**src/rtl/weight_stream_buffer_if.sv**
```systemverilog
`default_nettype none
// ============================================================================
// weight_stream_buffer_if : memory read channel + network weight port bundle
// Rev 1.0
// ============================================================================
interface weight_stream_buffer_if;
    logic         start;
    logic [31:0]  base_addr;
    logic [15:0]  num_lines;
    logic         read_request_valid;
    logic [31:0]  address;
    logic         buffer_addr_valid;
    logic         data_valid;
    logic [511:0] read_data;
    logic         req_weight;
    logic         done_weight;
    logic [63:0]  weights [7:0];
    logic         weights_vld;
    logic         busy;
    logic         done;

    modport master (
        output start, base_addr, num_lines, buffer_addr_valid, data_valid,
               read_data, req_weight, done_weight,
        input  read_request_valid, address, weights, weights_vld, busy, done
    );

    modport slave (
        input  start, base_addr, num_lines, buffer_addr_valid, data_valid,
               read_data, req_weight, done_weight,
        output read_request_valid, address, weights, weights_vld, busy, done
    );
endinterface
`default_nettype wire

```
**src/rtl/weight_stream_buffer.sv**
```systemverilog
`default_nettype none
// ============================================================================
// weight_stream_buffer : in-order 512-bit line fetcher feeding a network's
//                        8x64-bit weight port through a DEPTH-line FIFO
// Rev 1.0
// ============================================================================
module weight_stream_buffer #(
    parameter int DEPTH      = 4,
    parameter int LINE_BYTES = 64
) (
    input  wire logic             clk,
    input  wire logic             rst_n,
    weight_stream_buffer_if.slave bus
);
    localparam int AW = (DEPTH > 1) ? $clog2(DEPTH) : 1;

    typedef enum logic [1:0] {
        IDLE   = 2'd0,
        RUN    = 2'd1,
        FLUSH  = 2'd2,
        DONE_P = 2'd3
    } state_t;

    state_t        state, state_n;
    logic [15:0]   req_left, req_left_n;
    logic [15:0]   outstanding, outstanding_n;
    logic [15:0]   count, count_n;
    logic [31:0]   addr, addr_n;
    logic [AW-1:0] wr_ptr, rd_ptr;
    logic [511:0]  mem [DEPTH];

    logic req_ok, accept, ret, flush, push, pop;

    // Requests are throttled so every accepted line already owns a FIFO slot.
    assign req_ok = (state == RUN) && (req_left != 16'd0) &&
                    (({1'b0, outstanding} + {1'b0, count}) < 17'(DEPTH));
    assign accept = req_ok && bus.buffer_addr_valid;
    assign ret    = bus.data_valid && (outstanding != 16'd0);
    assign flush  = (state == RUN) && bus.done_weight;
    assign push   = (state == RUN) && ret && !flush;
    assign pop    = bus.req_weight && bus.weights_vld && !flush;

    assign bus.read_request_valid = req_ok;
    assign bus.address            = addr;
    assign bus.weights_vld        = (state == RUN) && (count != 16'd0);
    assign bus.busy               = (state != IDLE);
    assign bus.done               = (state == DONE_P);

    for (genvar i = 0; i < 8; i++) begin : g_lane
        assign bus.weights[i] = mem[rd_ptr][64*i +: 64];
    end

    always_comb begin
        state_n       = state;
        req_left_n    = req_left;
        addr_n        = addr;
        outstanding_n = outstanding + 16'(accept) - 16'(ret);
        count_n       = count + 16'(push) - 16'(pop);
        if (accept) begin
            addr_n     = addr + 32'(LINE_BYTES);
            req_left_n = req_left - 16'd1;
        end
        case (state)
            IDLE: begin
                if (bus.start) begin
                    if (bus.num_lines == 16'd0) begin
                        state_n = DONE_P;
                    end else begin
                        state_n    = RUN;
                        addr_n     = bus.base_addr;
                        req_left_n = bus.num_lines;
                    end
                end
            end
            RUN: begin
                if (flush) begin
                    state_n    = FLUSH;
                    req_left_n = 16'd0;
                    count_n    = 16'd0;
                end else if (req_left_n == 16'd0 && outstanding_n == 16'd0 &&
                             count_n == 16'd0) begin
                    state_n = DONE_P;
                end
            end
            FLUSH: begin
                if (outstanding_n == 16'd0) begin
                    state_n = DONE_P;
                end
            end
            DONE_P:  state_n = IDLE;
            default: state_n = IDLE;
        endcase
    end

    always_ff @(posedge clk or negedge rst_n) begin
        if (!rst_n) begin
            state       <= IDLE;
            req_left    <= '0;
            outstanding <= '0;
            count       <= '0;
            addr        <= '0;
            wr_ptr      <= '0;
            rd_ptr      <= '0;
        end else begin
            state       <= state_n;
            req_left    <= req_left_n;
            outstanding <= outstanding_n;
            count       <= count_n;
            addr        <= addr_n;
            if (flush) begin
                wr_ptr <= '0;
                rd_ptr <= '0;
            end else begin
                if (push) wr_ptr <= wr_ptr + AW'(1);
                if (pop)  rd_ptr <= rd_ptr + AW'(1);
            end
        end
    end

    // Line storage carries no reset; contents only matter while weights_vld=1.
    always_ff @(posedge clk) begin
        if (push) begin
            mem[wr_ptr] <= bus.read_data;
        end
    end
endmodule
`default_nettype wire

```
**src/flat_wrapper.sv**
```systemverilog
// flat-port wrapper written by rule: the top's interface ports become plain ports
module weight_stream_buffer_flat 
#(
    parameter int DEPTH      = 4,
    parameter int LINE_BYTES = 64
)
  (clk, rst_n, bus_start, bus_base_addr, bus_num_lines, bus_buffer_addr_valid, bus_data_valid, bus_read_data, bus_req_weight, bus_done_weight, bus_read_request_valid, bus_address, bus_weights, bus_weights_vld, bus_busy, bus_done);
  weight_stream_buffer_if bus_i ();
  input  wire logic clk;
  input  wire logic rst_n;
  input wire logic [$bits(bus_i.start)-1:0] bus_start;
  input wire logic [$bits(bus_i.base_addr)-1:0] bus_base_addr;
  input wire logic [$bits(bus_i.num_lines)-1:0] bus_num_lines;
  input wire logic [$bits(bus_i.buffer_addr_valid)-1:0] bus_buffer_addr_valid;
  input wire logic [$bits(bus_i.data_valid)-1:0] bus_data_valid;
  input wire logic [$bits(bus_i.read_data)-1:0] bus_read_data;
  input wire logic [$bits(bus_i.req_weight)-1:0] bus_req_weight;
  input wire logic [$bits(bus_i.done_weight)-1:0] bus_done_weight;
  output wire logic [$bits(bus_i.read_request_valid)-1:0] bus_read_request_valid;
  output wire logic [$bits(bus_i.address)-1:0] bus_address;
  output wire logic [$bits(bus_i.weights)-1:0] bus_weights;
  output wire logic [$bits(bus_i.weights_vld)-1:0] bus_weights_vld;
  output wire logic [$bits(bus_i.busy)-1:0] bus_busy;
  output wire logic [$bits(bus_i.done)-1:0] bus_done;
  assign bus_i.start = bus_start;
  assign bus_i.base_addr = bus_base_addr;
  assign bus_i.num_lines = bus_num_lines;
  assign bus_i.buffer_addr_valid = bus_buffer_addr_valid;
  assign bus_i.data_valid = bus_data_valid;
  assign bus_i.read_data = bus_read_data;
  assign bus_i.req_weight = bus_req_weight;
  assign bus_i.done_weight = bus_done_weight;
  assign bus_read_request_valid = bus_i.read_request_valid;
  assign bus_address = bus_i.address;
  assign bus_weights = {>>{bus_i.weights}};
  assign bus_weights_vld = bus_i.weights_vld;
  assign bus_busy = bus_i.busy;
  assign bus_done = bus_i.done;
  weight_stream_buffer #(.DEPTH(DEPTH), .LINE_BYTES(LINE_BYTES)) u_core (.clk(clk), .rst_n(rst_n), .bus(bus_i));
endmodule
```
**config.mk**
```make
export PLATFORM = sky130hd
export DESIGN_NAME = weight_stream_buffer_flat
export DESIGN_NICKNAME = d
export VERILOG_FILES = /design/src/rtl/weight_stream_buffer_if.sv /design/src/rtl/weight_stream_buffer.sv /design/src/flat_wrapper.sv
export SDC_FILE = /design/constraint.sdc
export NUM_CORES = 2
export LEC_CHECK = 0
export CORE_AREA = 2 2 432 434
export DETAILED_ROUTE_END_ITERATION = 8
export DIE_AREA = 0 0 434 436
export PLACE_DENSITY_LB_ADDON = 0.12
export SLEW_MARGIN = 30
export SYNTH_ARGS = -nofsm -noshare
export SYNTH_HDL_FRONTEND = slang
export SYNTH_SLANG_ARGS = --single-unit
```
**constraint.sdc**
```tcl
create_clock -name clk -period 27.5 [get_ports clk]
set_input_delay 5.5 -clock clk [delete_from_list [all_inputs] [get_ports clk]]
set_output_delay 5.5 -clock clk [all_outputs]
set_load 0.1 [all_outputs]
```
==> results list <==
- Slew Viols, Final: 0
* Number of cells on the worst hold path: 1
- Result of the run: completed
* Synth Instances: 3,519
- CTS sink cnt: 2,134
- The number of nets handed over by synthesis was 4,159.
* Minimum hold slack: 0.509 ns
- The initial antenna violation count is 85.
* Num CTS Buffers: 217
* Remaining number of nets flagged by the antenna check after routing: 0
- Count of unique library cells instantiated by Yosys: 78
- Mean post-synth cell area: 22.9 µm²
- The worst setup path is of the reg2out kind.
- Total grt overflow: 0
* Clock Skew: 0.0557 ns
* H-tree depth: 4
- Total Die Area: 189,000 µm²
* Number of iterations in the first detailed-routing pass: 5
- Routed wire length: 205,000 µm
- Via-per-instance ratio: 5.30
- The Yosys step of the flow raised 0 warnings.
- In this run the count of I/O pins placed on the die edge is 1,115.
- Sorting the synthesized cells by area gives the leading types as sky130_fd_sc_hd__edfxtp_1 (76%), sky130_fd_sc_hd__mux4_2 (14%), sky130_fd_sc_hd__dfrtp_1 (2.7%).
- FFs w/ async S/R, synth: 0.0403
- Fraction of synthesized cell area taken by the top area cell type: 0.763
* First-pass GRT wire length: 292,000 µm
- WP data arrival: 5.53 ns
- In the final layout, the share of cells above drive strength 1 is 0.241.
* Proportion of synthesized chip area in sequential cells: 0.790
- Startpoint types: flip-flop
- The worst setup path is captured at a primary output.
- Synth-to-layout area growth: 24.5%
- WP buf/inv: 6
- The routed layout has 39,500 vias.
- The worst pin sits at a relative slew slack of 0.305.
* GR Util All Layers: 0.214
- Counting flops with a built-in enable in the synthesized netlist gives 2,048.
- DPL Wire Length: 137,000 µm
- Critical Path Stages: 7
* Register bit count reported by yosys: 2,134
* Depth of the worst register-to-register path: 23
* Max Clock Freq: 90.7 MHz
- The clock passes through at most 3 buffers.
* Post-route non-filler standard cell count: 7,458
- The signal on the critical path passes through buf_4 -> buf_12 -> buf_16 -> buf_4 -> buf_16 -> mux4_2 -> clkdlybuf4s50_1.
* Cell area after synthesis: 80,600 µm²
- The number of hold violations in the final report is 0.
- The detailed router finished its first iteration with 2,487 violations.
- TritonCTS built the clock tree.
* Clock slew at the register clock pins of the worst setup and hold paths: 0.06 ns
* Final estimated routing congestion in global placement: 0.803
- Later-pin clock latency in the skew report: 0.86 ns
- Final layout net count: 5,412
- Buffers added to address setup during post-CTS repair amount to 0.
- In the synthesized netlist the dominant register cell turns out to be sky130_fd_sc_hd__edfxtp_1.
* Number of maximum-capacitance constraint violations: 0
* Required time of the critical path: 22.00 ns
- Via count of the first global-routing pass: 41,000
* Slew at the pin with the worst max-slew slack: 1.04 ns
* Core area: 185,000 µm²
- In this run the worst hold path is classified as reg2reg.
- For this configuration, the core starts out at a cell density of 0.436.
* Post-synth top area cell: sky130_fd_sc_hd__edfxtp_1
* Pin count of the biggest net entering global routing: 139
- CTS resizes: 0
- Setup repair after global routing missed its margin: no
- WL/cell: 27.5 µm
* Final min period: 11.03 ns
* Height of the chip: 436 µm
- Gate family responsible for the most delay along the worst path: buffers and inverters
- Number of cells in the design after placement: 7,029
* Number of buffers inserted by port buffering: 1,114
- In the finished design, the share of the clock period the worst path needs comes to 0.401.
- Clock tree synthesis selected as its root buffer the cell sky130_fd_sc_hd__clkbuf_16.
* Number of placement rows: 158
* Hold buffer count at CTS: 0
- Setup violations remaining at the end of the flow were counted as 0.
- Cell type of the slowest stage on the worst timing path: sky130_fd_sc_hd__clkdlybuf4s50_1
- Setup TNS: 0 ns
- DRC errors left: 0
- Largest fanout on the critical path: 101
- From left edge to right edge, the die measures 434 µm.
- In this design, the stage delay of the slowest critical-path cell is 1.18 ns.
layout make-up:
class,instances,area [µm²]
Clock buffer,283,5760
Inverter,74,278
Sequential cell,2134,63700
Clock inverter,114,1040
Tap cell,2480,3100
Multi-Input combinational cell,1172,16100
Fill cell,14400,84300
Antenna cell,28,70.1
Timing Repair Buffer,1173,10300
per-stage QoR:
step,setup WS (ns),instance area (µm²),util
floorplan,8.86,80600,-
global placement,15.57,94800,0.513
detailed placement,15.45,93500,0.506
CTS,16.03,100000,0.543
global route,15.96,100000,0.543
finish,16.47,100000,0.543
final timing paths:
kind / startpoint / to / slack, ns
min in group asynchronous: rst_n / u_core.count[3] / 4.64
hold reg to reg: u_core.bus.address[2] / u_core.bus.address[2] / 0.51
setup reg to reg: u_core.count[9] / u_core.state[0] / 20.89
setup / recovery: u_core.rd_ptr[1] / bus_weights[489] / 16.47
max in group asynchronous: rst_n / u_core.rd_ptr[0] / 21.60
hold / removal: u_core.bus.address[2] / u_core.bus.address[2] / 0.51
metal layers:
metal / share of wire / track usage
met1: 0.36 / 0.243
met5: 0.0020 / 0
met2: 0.52 / 0.371
met3: 0.077 / 0.0726
met4: 0.034 / 0.0815
registers in the layout (all words and copies together), names as in the netlist:
name                count
u_core.rd_ptr           2
u_core.req_left        16
u_core.mem           2048
u_core.bus.address     32
u_core.outstanding     16
u_core.state            2
u_core.count           16
u_core.wr_ptr           2
layout by cell type, fill, tap and decap left out, drive strengths merged, types with 62 or more instances in the layout:
master,n
dfrtp,86
clkinv,83
mux4,512
buf,356
clkdlybuf4s50,816
ha,71
edfxtp,2048
nor2,63
o21ai,62
inv,86
clkbuf,284
nand2,78
cell usage after synthesis, types with 9 or more instances:
| library cell | count |
|---|---|
| sky130_fd_sc_hd__nor3_1 | 22 |
| sky130_fd_sc_hd__or3_1 | 9 |
| sky130_fd_sc_hd__xnor2_1 | 28 |
| sky130_fd_sc_hd__o21ai_0 | 61 |
| sky130_fd_sc_hd__nand2_1 | 78 |
| sky130_fd_sc_hd__nand2b_1 | 12 |
| sky130_fd_sc_hd__buf_1 | 80 |
| sky130_fd_sc_hd__mux2_2 | 9 |
| sky130_fd_sc_hd__and3_1 | 15 |
| sky130_fd_sc_hd__nor2_1 | 63 |
| sky130_fd_sc_hd__inv_1 | 74 |
| sky130_fd_sc_hd__dfrtp_1 | 86 |
| sky130_fd_sc_hd__edfxtp_1 | 2048 |
| sky130_fd_sc_hd__a21oi_1 | 45 |
| sky130_fd_sc_hd__clkbuf_1 | 52 |
| sky130_fd_sc_hd__mux2i_1 | 10 |
| sky130_fd_sc_hd__xor2_1 | 32 |
| sky130_fd_sc_hd__a21o_1 | 18 |
| sky130_fd_sc_hd__nand4_1 | 20 |
| sky130_fd_sc_hd__ha_1 | 71 |
| sky130_fd_sc_hd__nor2b_1 | 10 |
| sky130_fd_sc_hd__nor4_1 | 17 |
| sky130_fd_sc_hd__nand3_1 | 24 |
| sky130_fd_sc_hd__mux4_2 | 512 |
kinds of logic (layout without fill, tap and decap cells):
kind of cell               Yosys count  in the layout  synth area share
xor gates and xnor gates            60             60           0.00652
AOI/OAI and AO/OA                  192            192            0.0152
and+or+nand+nor                    316            316            0.0210
buffers and inverters              213           1644            0.0102
adders and majority gates           73             73            0.0115
other                                0             28                 0
DFF                               2134           2134             0.790
muxes                              531            531             0.146
Power is left out: the tool's default activity adds up to more than one toggle a clock period on the data nets, which glitch-free logic cannot reach.
